## src/rtl/pdp8_seq_pkg.sv

```systemverilog
// ============================================================================
// Module  : pdp8_seq_pkg
// Brief   : Shared types and constants for the PDP-8 phase sequencer.
// Revision: 1.0  initial release
// ============================================================================
`default_nettype none

package pdp8_seq_pkg;

    localparam int SEQ_MAX_PHASES = 6;
    localparam int ICOUNT_W       = 12;

    // Execute states interleave as C1,S1,C2,S2,...: odd codes are ck states.
    typedef enum logic [3:0] {
        IDLE = 4'd0,
        FCK  = 4'd1,
        FSTB = 4'd2,
        C1   = 4'd3,
        S1   = 4'd4,
        C2   = 4'd5,
        S2   = 4'd6,
        C3   = 4'd7,
        S3   = 4'd8,
        C4   = 4'd9,
        S4   = 4'd10,
        C5   = 4'd11,
        S5   = 4'd12,
        C6   = 4'd13,
        S6   = 4'd14
    } seq_state_t;

    // Zero-based phase number of a C or S state.
    function automatic logic [2:0] seq_phase_idx(input seq_state_t s);
        return 3'((4'(s) - 4'd3) >> 1);
    endfunction

endpackage

`default_nettype wire

```

## src/rtl/phase_sequencer_if.sv

```systemverilog
// ============================================================================
// Module  : phase_sequencer_if
// Brief   : Control, fetch handshake and phase outputs of the sequencer.
// Revision: 1.0  initial release
// ============================================================================
`default_nettype none

interface phase_sequencer_if;

    logic                                run;
    logic                                halt_req;
    logic                                step;
    logic                                mem_ready;
    logic                                done;
    logic                                fetch_ck;
    logic                                fetch_stb;
    logic [pdp8_seq_pkg::SEQ_MAX_PHASES-1:0] ck;
    logic [pdp8_seq_pkg::SEQ_MAX_PHASES-1:0] stb;
    logic                                running;
    logic                                seq_err;
    logic [pdp8_seq_pkg::ICOUNT_W-1:0]   icount;

    modport master (
        input  run, halt_req, step, mem_ready, done,
        output fetch_ck, fetch_stb, ck, stb, running, seq_err, icount
    );

    modport slave (
        output run, halt_req, step, mem_ready, done,
        input  fetch_ck, fetch_stb, ck, stb, running, seq_err, icount
    );

endinterface

`default_nettype wire

```

## src/rtl/seq_phase_decode.sv

```systemverilog
// ============================================================================
// Module  : seq_phase_decode
// Brief   : Moore decode of the sequencer state into phase clocks/strobes.
// Revision: 1.0  initial release
// ============================================================================
`default_nettype none

module seq_phase_decode
    import pdp8_seq_pkg::*;
#(
    parameter int NPHASES = 6
) (
    input  seq_state_t                state,
    output logic                      fetch_ck,
    output logic                      fetch_stb,
    output logic [SEQ_MAX_PHASES-1:0] ck,
    output logic [SEQ_MAX_PHASES-1:0] stb,
    output logic                      running
);

    localparam logic [SEQ_MAX_PHASES-1:0] PHASE_MASK =
        SEQ_MAX_PHASES'((1 << NPHASES) - 1);

    logic [SEQ_MAX_PHASES-1:0] ck_raw;
    logic [SEQ_MAX_PHASES-1:0] stb_raw;

    always_comb begin
        fetch_ck  = (state == FCK);
        fetch_stb = (state == FSTB);
        running   = (state != IDLE);
        ck_raw    = '0;
        stb_raw   = '0;
        if (state >= C1 && state <= S6) begin
            if (state[0]) begin
                ck_raw[seq_phase_idx(state)] = 1'b1;
            end else begin
                stb_raw[seq_phase_idx(state)] = 1'b1;
            end
        end
        ck  = ck_raw  & PHASE_MASK;
        stb = stb_raw & PHASE_MASK;
    end

endmodule

`default_nettype wire

```

## src/rtl/phase_sequencer.sv

```systemverilog
// ============================================================================
// Module  : phase_sequencer
// Brief   : PDP-8 major-state/phase generator: fetch, ck/stb execute phases,
//           run/halt, runaway detection, instruction counter.
//           Optional single-step start enabled by PHASE_SEQ_STEP_EN.
// Revision: 1.0  initial release
// ============================================================================
`default_nettype none

module phase_sequencer
    import pdp8_seq_pkg::*;
#(
    parameter int NPHASES = 6
) (
    input  logic                clk,
    input  logic                rst_n,
    phase_sequencer_if.master   bus
);

    localparam logic [2:0] LAST_IDX = 3'(NPHASES - 1);

    seq_state_t          state_q, state_d;
    logic                seq_err_q, seq_err_d;
    logic [ICOUNT_W-1:0] icount_q, icount_d;
    logic                step_mode_q, step_mode_d;

`ifdef PHASE_SEQ_STEP_EN
    logic step_start;
    assign step_start = bus.step && !bus.halt_req;
`else
    logic step_start;
    logic unused_step;
    assign step_start  = 1'b0;
    assign unused_step = bus.step;
`endif

    always_ff @(posedge clk or negedge rst_n) begin
        if (!rst_n) begin
            state_q     <= IDLE;
            seq_err_q   <= 1'b0;
            icount_q    <= '0;
            step_mode_q <= 1'b0;
        end else begin
            state_q     <= state_d;
            seq_err_q   <= seq_err_d;
            icount_q    <= icount_d;
            step_mode_q <= step_mode_d;
        end
    end

    always_comb begin
        state_d     = state_q;
        seq_err_d   = seq_err_q;
        icount_d    = icount_q;
        step_mode_d = step_mode_q;
        case (state_q)
            IDLE: begin
                // run has priority so a step while running is a plain start
                if (bus.run && !bus.halt_req) begin
                    state_d     = FCK;
                    seq_err_d   = 1'b0;
                    step_mode_d = 1'b0;
                end else if (step_start) begin
                    state_d     = FCK;
                    seq_err_d   = 1'b0;
                    step_mode_d = 1'b1;
                end
            end
            FCK: begin
                if (bus.mem_ready) begin
                    state_d = FSTB;
                end
            end
            FSTB: state_d = C1;
            C1, C2, C3, C4, C5, C6: begin
                if (bus.done) begin
                    icount_d = icount_q + ICOUNT_W'(1);
                    if (step_mode_q || bus.halt_req || !bus.run) begin
                        state_d = IDLE;
                    end else begin
                        state_d = FCK;
                    end
                end else begin
                    state_d = seq_state_t'(state_q + 4'd1);
                end
            end
            S1, S2, S3, S4, S5, S6: begin
                // Strobe of the last configured phase with no done: runaway.
                if (seq_phase_idx(state_q) == LAST_IDX) begin
                    state_d   = IDLE;
                    seq_err_d = 1'b1;
                end else begin
                    state_d = seq_state_t'(state_q + 4'd1);
                end
            end
            default: state_d = IDLE;
        endcase
    end

    seq_phase_decode #(
        .NPHASES (NPHASES)
    ) u_decode (
        .state     (state_q),
        .fetch_ck  (bus.fetch_ck),
        .fetch_stb (bus.fetch_stb),
        .ck        (bus.ck),
        .stb       (bus.stb),
        .running   (bus.running)
    );

    assign bus.seq_err = seq_err_q;
    assign bus.icount  = icount_q;

endmodule

`default_nettype wire
```

## src/flat_wrapper.sv

```systemverilog
// flat-port wrapper written by rule: the top's interface ports become plain ports
module phase_sequencer_flat import pdp8_seq_pkg::*;
#(
    parameter int NPHASES = 6
)
  (clk, rst_n, bus_run, bus_halt_req, bus_step, bus_mem_ready, bus_done, bus_fetch_ck, bus_fetch_stb, bus_ck, bus_stb, bus_running, bus_seq_err, bus_icount);
  phase_sequencer_if bus_i ();
  input  logic clk;
  input  logic rst_n;
  input wire logic [$bits(bus_i.run)-1:0] bus_run;
  input wire logic [$bits(bus_i.halt_req)-1:0] bus_halt_req;
  input wire logic [$bits(bus_i.step)-1:0] bus_step;
  input wire logic [$bits(bus_i.mem_ready)-1:0] bus_mem_ready;
  input wire logic [$bits(bus_i.done)-1:0] bus_done;
  output wire logic [$bits(bus_i.fetch_ck)-1:0] bus_fetch_ck;
  output wire logic [$bits(bus_i.fetch_stb)-1:0] bus_fetch_stb;
  output wire logic [$bits(bus_i.ck)-1:0] bus_ck;
  output wire logic [$bits(bus_i.stb)-1:0] bus_stb;
  output wire logic [$bits(bus_i.running)-1:0] bus_running;
  output wire logic [$bits(bus_i.seq_err)-1:0] bus_seq_err;
  output wire logic [$bits(bus_i.icount)-1:0] bus_icount;
  assign bus_i.run = bus_run;
  assign bus_i.halt_req = bus_halt_req;
  assign bus_i.step = bus_step;
  assign bus_i.mem_ready = bus_mem_ready;
  assign bus_i.done = bus_done;
  assign bus_fetch_ck = bus_i.fetch_ck;
  assign bus_fetch_stb = bus_i.fetch_stb;
  assign bus_ck = bus_i.ck;
  assign bus_stb = bus_i.stb;
  assign bus_running = bus_i.running;
  assign bus_seq_err = bus_i.seq_err;
  assign bus_icount = bus_i.icount;
  phase_sequencer #(.NPHASES(NPHASES)) u_core (.clk(clk), .rst_n(rst_n), .bus(bus_i));
endmodule
```

## config.mk

```make
export PLATFORM = sky130hd
export DESIGN_NAME = phase_sequencer_flat
export DESIGN_NICKNAME = d
export VERILOG_FILES = /design/src/rtl/pdp8_seq_pkg.sv /design/src/rtl/phase_sequencer_if.sv /design/src/rtl/seq_phase_decode.sv /design/src/rtl/phase_sequencer.sv /design/src/flat_wrapper.sv
export SDC_FILE = /design/constraint.sdc
export NUM_CORES = 1
export LEC_CHECK = 0
export BUFFER_PORTS_ARGS = -buffer_cell sky130_fd_sc_hd__clkbuf_2
export CAP_MARGIN = 5
export CORE_UTILIZATION = 30
export CTS_BUF_LIST = sky130_fd_sc_hd__clkbuf_4
export CTS_CLUSTER_SIZE = 20
export DETAILED_ROUTE_END_ITERATION = 7
export PLACE_DENSITY_LB_ADDON = 0.08
export SKIP_CTS_REPAIR_TIMING = 1
export SLEW_MARGIN = 5
export SYNTH_ARGS = -nofsm -noshare
export SYNTH_HDL_FRONTEND = slang
export SYNTH_SLANG_ARGS = --single-unit
```

## constraint.sdc

```tcl
create_clock -name clk -period 6.1 [get_ports clk]
set_clock_uncertainty 0.1 [all_clocks]
set_input_delay 0 -clock clk [delete_from_list [all_inputs] [get_ports clk]]
set_output_delay 0 -clock clk [all_outputs]
set_load 0.05 [all_outputs]
```

# After elaboration in Yosys (flattened, before gate mapping)
# Cells that the tools add are included.
dict set report totals {
  ff_bits 17
  in_bits 7
  output_inout_bits 28
  wordCells 57
}
dict set report classes {
  magnitude_cmp 4
  eq_ne 18
  muxes 15
  reduce_logical 14
  addsub 3
}
# op n
set op_table {}
lappend op_table {{== test 4 bit, second input constant} 7}
lappend op_table {{2-to-1 mux 6 bit} 4}
lappend op_table {{case mux 4 bit (5 select lines)} 1}
lappend op_table {{== test 4 x 3 -> 1 bit, second input constant} 4}
lappend op_table {{2-to-1 mux 4 bit} 4}
lappend op_table {{adder 12 x 1 -> 12 bit, second input constant} 1}
lappend op_table {{OR reduction 6 bit} 2}
lappend op_table {{== test 4 x 2 -> 1 bit, second input constant} 2}
lappend op_table {{adder 4 x 1 -> 4 bit, second input constant} 1}
lappend op_table {{== test 4 x 1 -> 1 bit, second input constant} 1}
lappend op_table {{>= comparator 4 x 2 -> 1 bit, second input constant} 1}
lappend op_table {{<= comparator 4 bit, second input constant} 1}
lappend op_table {{logical NOT 4 bit} 1}
lappend op_table {{< comparator 3 x 4 -> 1 bit, second input constant} 1}
lappend op_table {{2-to-1 mux 1 bit} 4}
lappend op_table {{inequality test 2 x 1 -> 1 bit, second input constant} 2}
lappend op_table {{AND reduction 2 bit} 2}
lappend op_table {{nonzero test 4 bit} 1}
lappend op_table {{subtractor 4 x 2 -> 4 bit, second input constant} 1}
lappend op_table {{demux 1 bit (select 3 bit)} 1}
lappend op_table {{== test 3 bit, second input constant} 1}
lappend op_table {{>= comparator 3 x 1 -> 1 bit, second input constant} 1}
lappend op_table {{logical AND 1 bit} 3}
lappend op_table {{AND reduction 3 bit} 1}
lappend op_table {{5 further kinds} 6}

# Longest topological paths before layout
dict set report logic_depth {
  depth_word 7
  depth_mapped 8
  depth_no_buf 6
}

# By module
# A second synthesis with hierarchy kept.
dict set report unflattened {
  cells_unflattened 142
  area_unflattened_um2 1295.0
}
# module area_each_um2 instances cells_each seq_area_each_um2
set modules_own_cells {}
lappend modules_own_cells {phase_sequencer 1004.7 1 97 425.4}
lappend modules_own_cells {seq_phase_decode 290.3 1 45 0.0}

# Least setup slack after synthesis
# Ideal clock, no wire load.
dict set report synth_path {
  path_kind {reg2out}
  startpoint {register u_core.state_q[1]}
  endpoint {output port bus_stb[4]}
  n_path_buf 1
  required_time_ps 6000
  path_slack_ps 3682
  stages_incl_launch_ff 7
  t_arrival_ps 2318
  path_cell_list {dfrtp_1 -> ha_1 -> buf_2 -> nand2b_1 -> o32ai_2 -> o311ai_1 -> nor3_1}
}
dict set report synth_between {
  elab_chain_len 7
  elab_cells_between_ends 11
  cone_classes {add/sub: 1; order compare: 4; mux: 4; reduce/logical: 2}
}
# item line_no
set synth_lines {}
lappend synth_lines {{start, declared} phase_sequencer.sv:22} ;# seq_state_t state_q, state_d;
lappend synth_lines {{start signal, assigned} phase_sequencer.sv:44} ;# state_q <= state_d;
lappend synth_lines {{subtractor 4 x 2 -> 4 bit} pdp8_seq_pkg.sv:34} ;# return 3'((4'(s) - 4'd3) >> 1);
lappend synth_lines {{< comparator 3 x 4 -> 1 bit (not written as such) or >= comparator 3 x 1 -> 1 bit (tied branches)} seq_phase_decode.sv:37} ;# stb_raw[seq_phase_idx(state)] = 1'b1;
lappend synth_lines {{logical AND 1 bit (not written as such)} seq_phase_decode.sv:37}
lappend synth_lines {{2-to-1 mux 1 bit (not written as such)} seq_phase_decode.sv:37}
lappend synth_lines {{demux 1 bit (select 3 bit)} seq_phase_decode.sv:37}
lappend synth_lines {{2-to-1 mux 6 bit} seq_phase_decode.sv:34} ;# if (state[0]) begin
lappend synth_lines {{2-to-1 mux 6 bit (*)} seq_phase_decode.sv:33} ;# if (state >= C1 && state <= S6) begin
lappend synth_lines {{end, declared} flat_wrapper.sv:18} ;# output wire logic [$bits(bus_i.stb)-1:0] bus_stb;
# Every way passes the cells marked *; elsewhere a longest branch is shown, timed or not.

# Worst setup path after layout
dict set report layout_path {
  startpoint {register u_core.state_q[0]}
  endpoint {output port bus_stb[4]}
}
# Same word-level chain as after synthesis.

==> results.txt <==
status: completed
Worst Tran Pin Value: 0.5557 ns
crit path DAT: 2.45 ns
global-route wire length before repair: 4.581 mm
count leader, synth: nor2_1
dpl hpwl: 2.017 mm
Port-buffer cells: 33
clk root buf: clkbuf_4
Via density: 4.870
Die Span Y: 65.44 microns
share of layout cells above drive strength 1: 0.2619
clock transition at the registers of the reported paths: 0.10 ns
CP startpoint kind: flip-flop
worst min path class: in2reg
antenna violations before repair: 0
initial core utilization: 0.3202
CTS tree: built
Slew headroom: 0.6237
largest net degree at the start of global routing: 19
CP max stage cell: dfrtp_1
Wirelength per Cell: 12.18 microns
count of cell types in the netlist: 41
VDD IR-drop max: 0.1825 mV
register area share after synthesis: 0.3523
Synth Instances: 134
fillers: 402
Residual DRC: 0
detailed-route via count: 1052
ys flop type: dfrtp_1
pre-CTS setup slack: 3.769 ns
RD Place Congestion: 0.7373
fin worst setup slack: 3.545 ns
Post-Syn Nets: 147
Pwr per Cell Area: 408.6 nW/um^2
vias in the first global route: 1018
largest area contributor in the netlist: dfrtp_1
CP Cell Sequence: ha_1, nand2b_1, o32ai_2, o311ai_1, nor3_1, clkbuf_2
Die ar.: 4282 sq um
synth warn: 0
CTS sink cnt: 17
Max Buffers Root-to-Sink: 2
Num CTS Buffers: 3
DR iter-0 viols: 59
Mapped Area: 1207 sq um
final WL: 2.631 mm
Post-synth top cells: 19 x nor2_1, 17 x dfrtp_1, 10 x nand2_1, 10 x xnor2_1, 7 x nor3_1
Layout area overhead: 20.62%
share of the synthesized area in the top cell type: 0.3523
Clock Latency Late Sink: 0.28 ns
gr ovfl total: 0
io pins: 35
Nets: 182
minimum clock period: 2.555 ns
kind of critical path: reg2out
RSZ-0062 raised after global routing: false
GRT Util Overall: 0.1377
share of flip-flops with an asynchronous set or reset: 1.000
Routed Antenna Nets: 0
final setup violation count: 0
Final Max Tran Viols: 0
Core Area: 3771 sq um
Critical Path Sink Type: primary output
number of flops mapped to enable cells by yosys: 0
final cell utilization of the core: 0.3862
CP Max Fanout: 13
total power draw: 595.0 uW
max_cap viols: 0
Synth area leaders: dfrtp_1 35%, xnor2_1 7.3%, ha_1 6.2%
#FFs+latches synth: 17
FMAX: 391.4 MHz
Pre-Repair DR Iteration Count: 4
number of H-tree levels: 1
final hold vios: 0
worst path required time: 6.00 ns
Setup TNS: 0 ns
Static Leak: 0.6695 nW
max incr delay on CP: 0.61 ns
Period Utilization, post-route: 0.4188
Die Wd: 65.44 microns
Rows: 22
ANT cells: 0
syn_area_per_cell: 9.011 sq um
==> final cells by class <==
type	count	area, sq um	share of cell area
multi-input cells	105	716.9	0.4923
flip-flops and latches	17	425.4	0.2921
repair buffers	37	205.2	0.1409
well taps	48	60.06	0.04124
clock buffers	4	30.03	0.02062
inverters	5	18.77	0.01289
==> layer usage <==
layer / routed length (microns) / GRT usage / up-vias
met5: 0 / 0 / -
met4: 20 / 0.04891 / 0
met1: 1251 / 0.1654 / 494
li1: - / - / 539
met2: 1271 / 0.2487 / 17
met3: 88 / 0.01736 / 2
==> placed cells by master, fill, tap and decap left out, types with 3 or more instances in the layout <==
cell type      synthesis  routed
nand2b_1               4       4
nor2_1                19      19
clkbuf_2               0      33
a21oi_1                3       3
inv_1                  5       5
dfrtp_1               17      17
nor2b_1                3       3
nand4_1                5       5
nand2_1               10      10
xnor2_1               10      10
clkbuf_4               0       4
nand3_1                6       6
nor3_1                 7       7
xor2_1                 3       3
dlygate4sd3_1          0       4
ha_1                   6       6
==> sequential cells by signal, summed over array words and instances, names as in the netlist <==
signal	cells
u_core.state_q	4
u_core.bus.icount	12
u_core.bus.seq_err	1
==> kinds of logic after synthesis <==
group | after synthesis | synth area share
simple gates | 63 | 0.2674
compound gates | 22 | 0.1606
flops | 17 | 0.3523
xor+xnor | 13 | 0.09430
buf+inv | 12 | 0.05388
fa+ha+maj | 6 | 0.06217
mux | 1 | 0.009326
==> per-stage QoR <==
stage               cell area [sq um]  hold slack (ns)  instances
finish                           1456          0.06087        216
global route                     1456          0.08528        216
CTS                              1416          -0.4592        212
detailed placement               1386          -0.1315        208
global placement                 1386          -0.1413        208
floorplan                        1207          -0.3956        134
==> critical path: cells and delay by family, from the launching register on <==
kind                       cells  cell delay (ns)
DFF                            1             0.61
AOI/OAI and AO/OA              2             0.52
adders and majority gates      1             0.43
and+or+nand+nor                2             0.31
buffers and inverters          1             0.30
==> worst paths after layout <==
kind,slack (ns),to,cells after the start,from
max,3.55,bus_stb[4],6,u_core.state_q[0]$_DFFE_PN0P_
min,0.06,u_core.bus.seq_err$_DFFE_PN0P_,4,bus_run
max reg2reg,3.75,u_core.state_q[0]$_DFFE_PN0P_,6,u_core.state_q[0]$_DFFE_PN0P_
min reg2reg,0.38,u_core.bus.icount[11]$_DFFE_PN0P_,1,u_core.bus.icount[11]$_DFFE_PN0P_
max in group asynchronous,5.53,u_core.bus.icount[9]$_DFFE_PN0P_,2,rst_n
min in group asynchronous,0.07,u_core.bus.icount[4]$_DFFE_PN0P_,2,rst_n
==> power by group <==
part	total (mW)	internal [mW]	switching (mW)
registers	0.170	0.132	0.0375
logic	0.361	0.115	0.246
clock network	0.0641	0.0298	0.0344
total	0.595	0.277	0.318
Power figures use the tool's default switching activity.
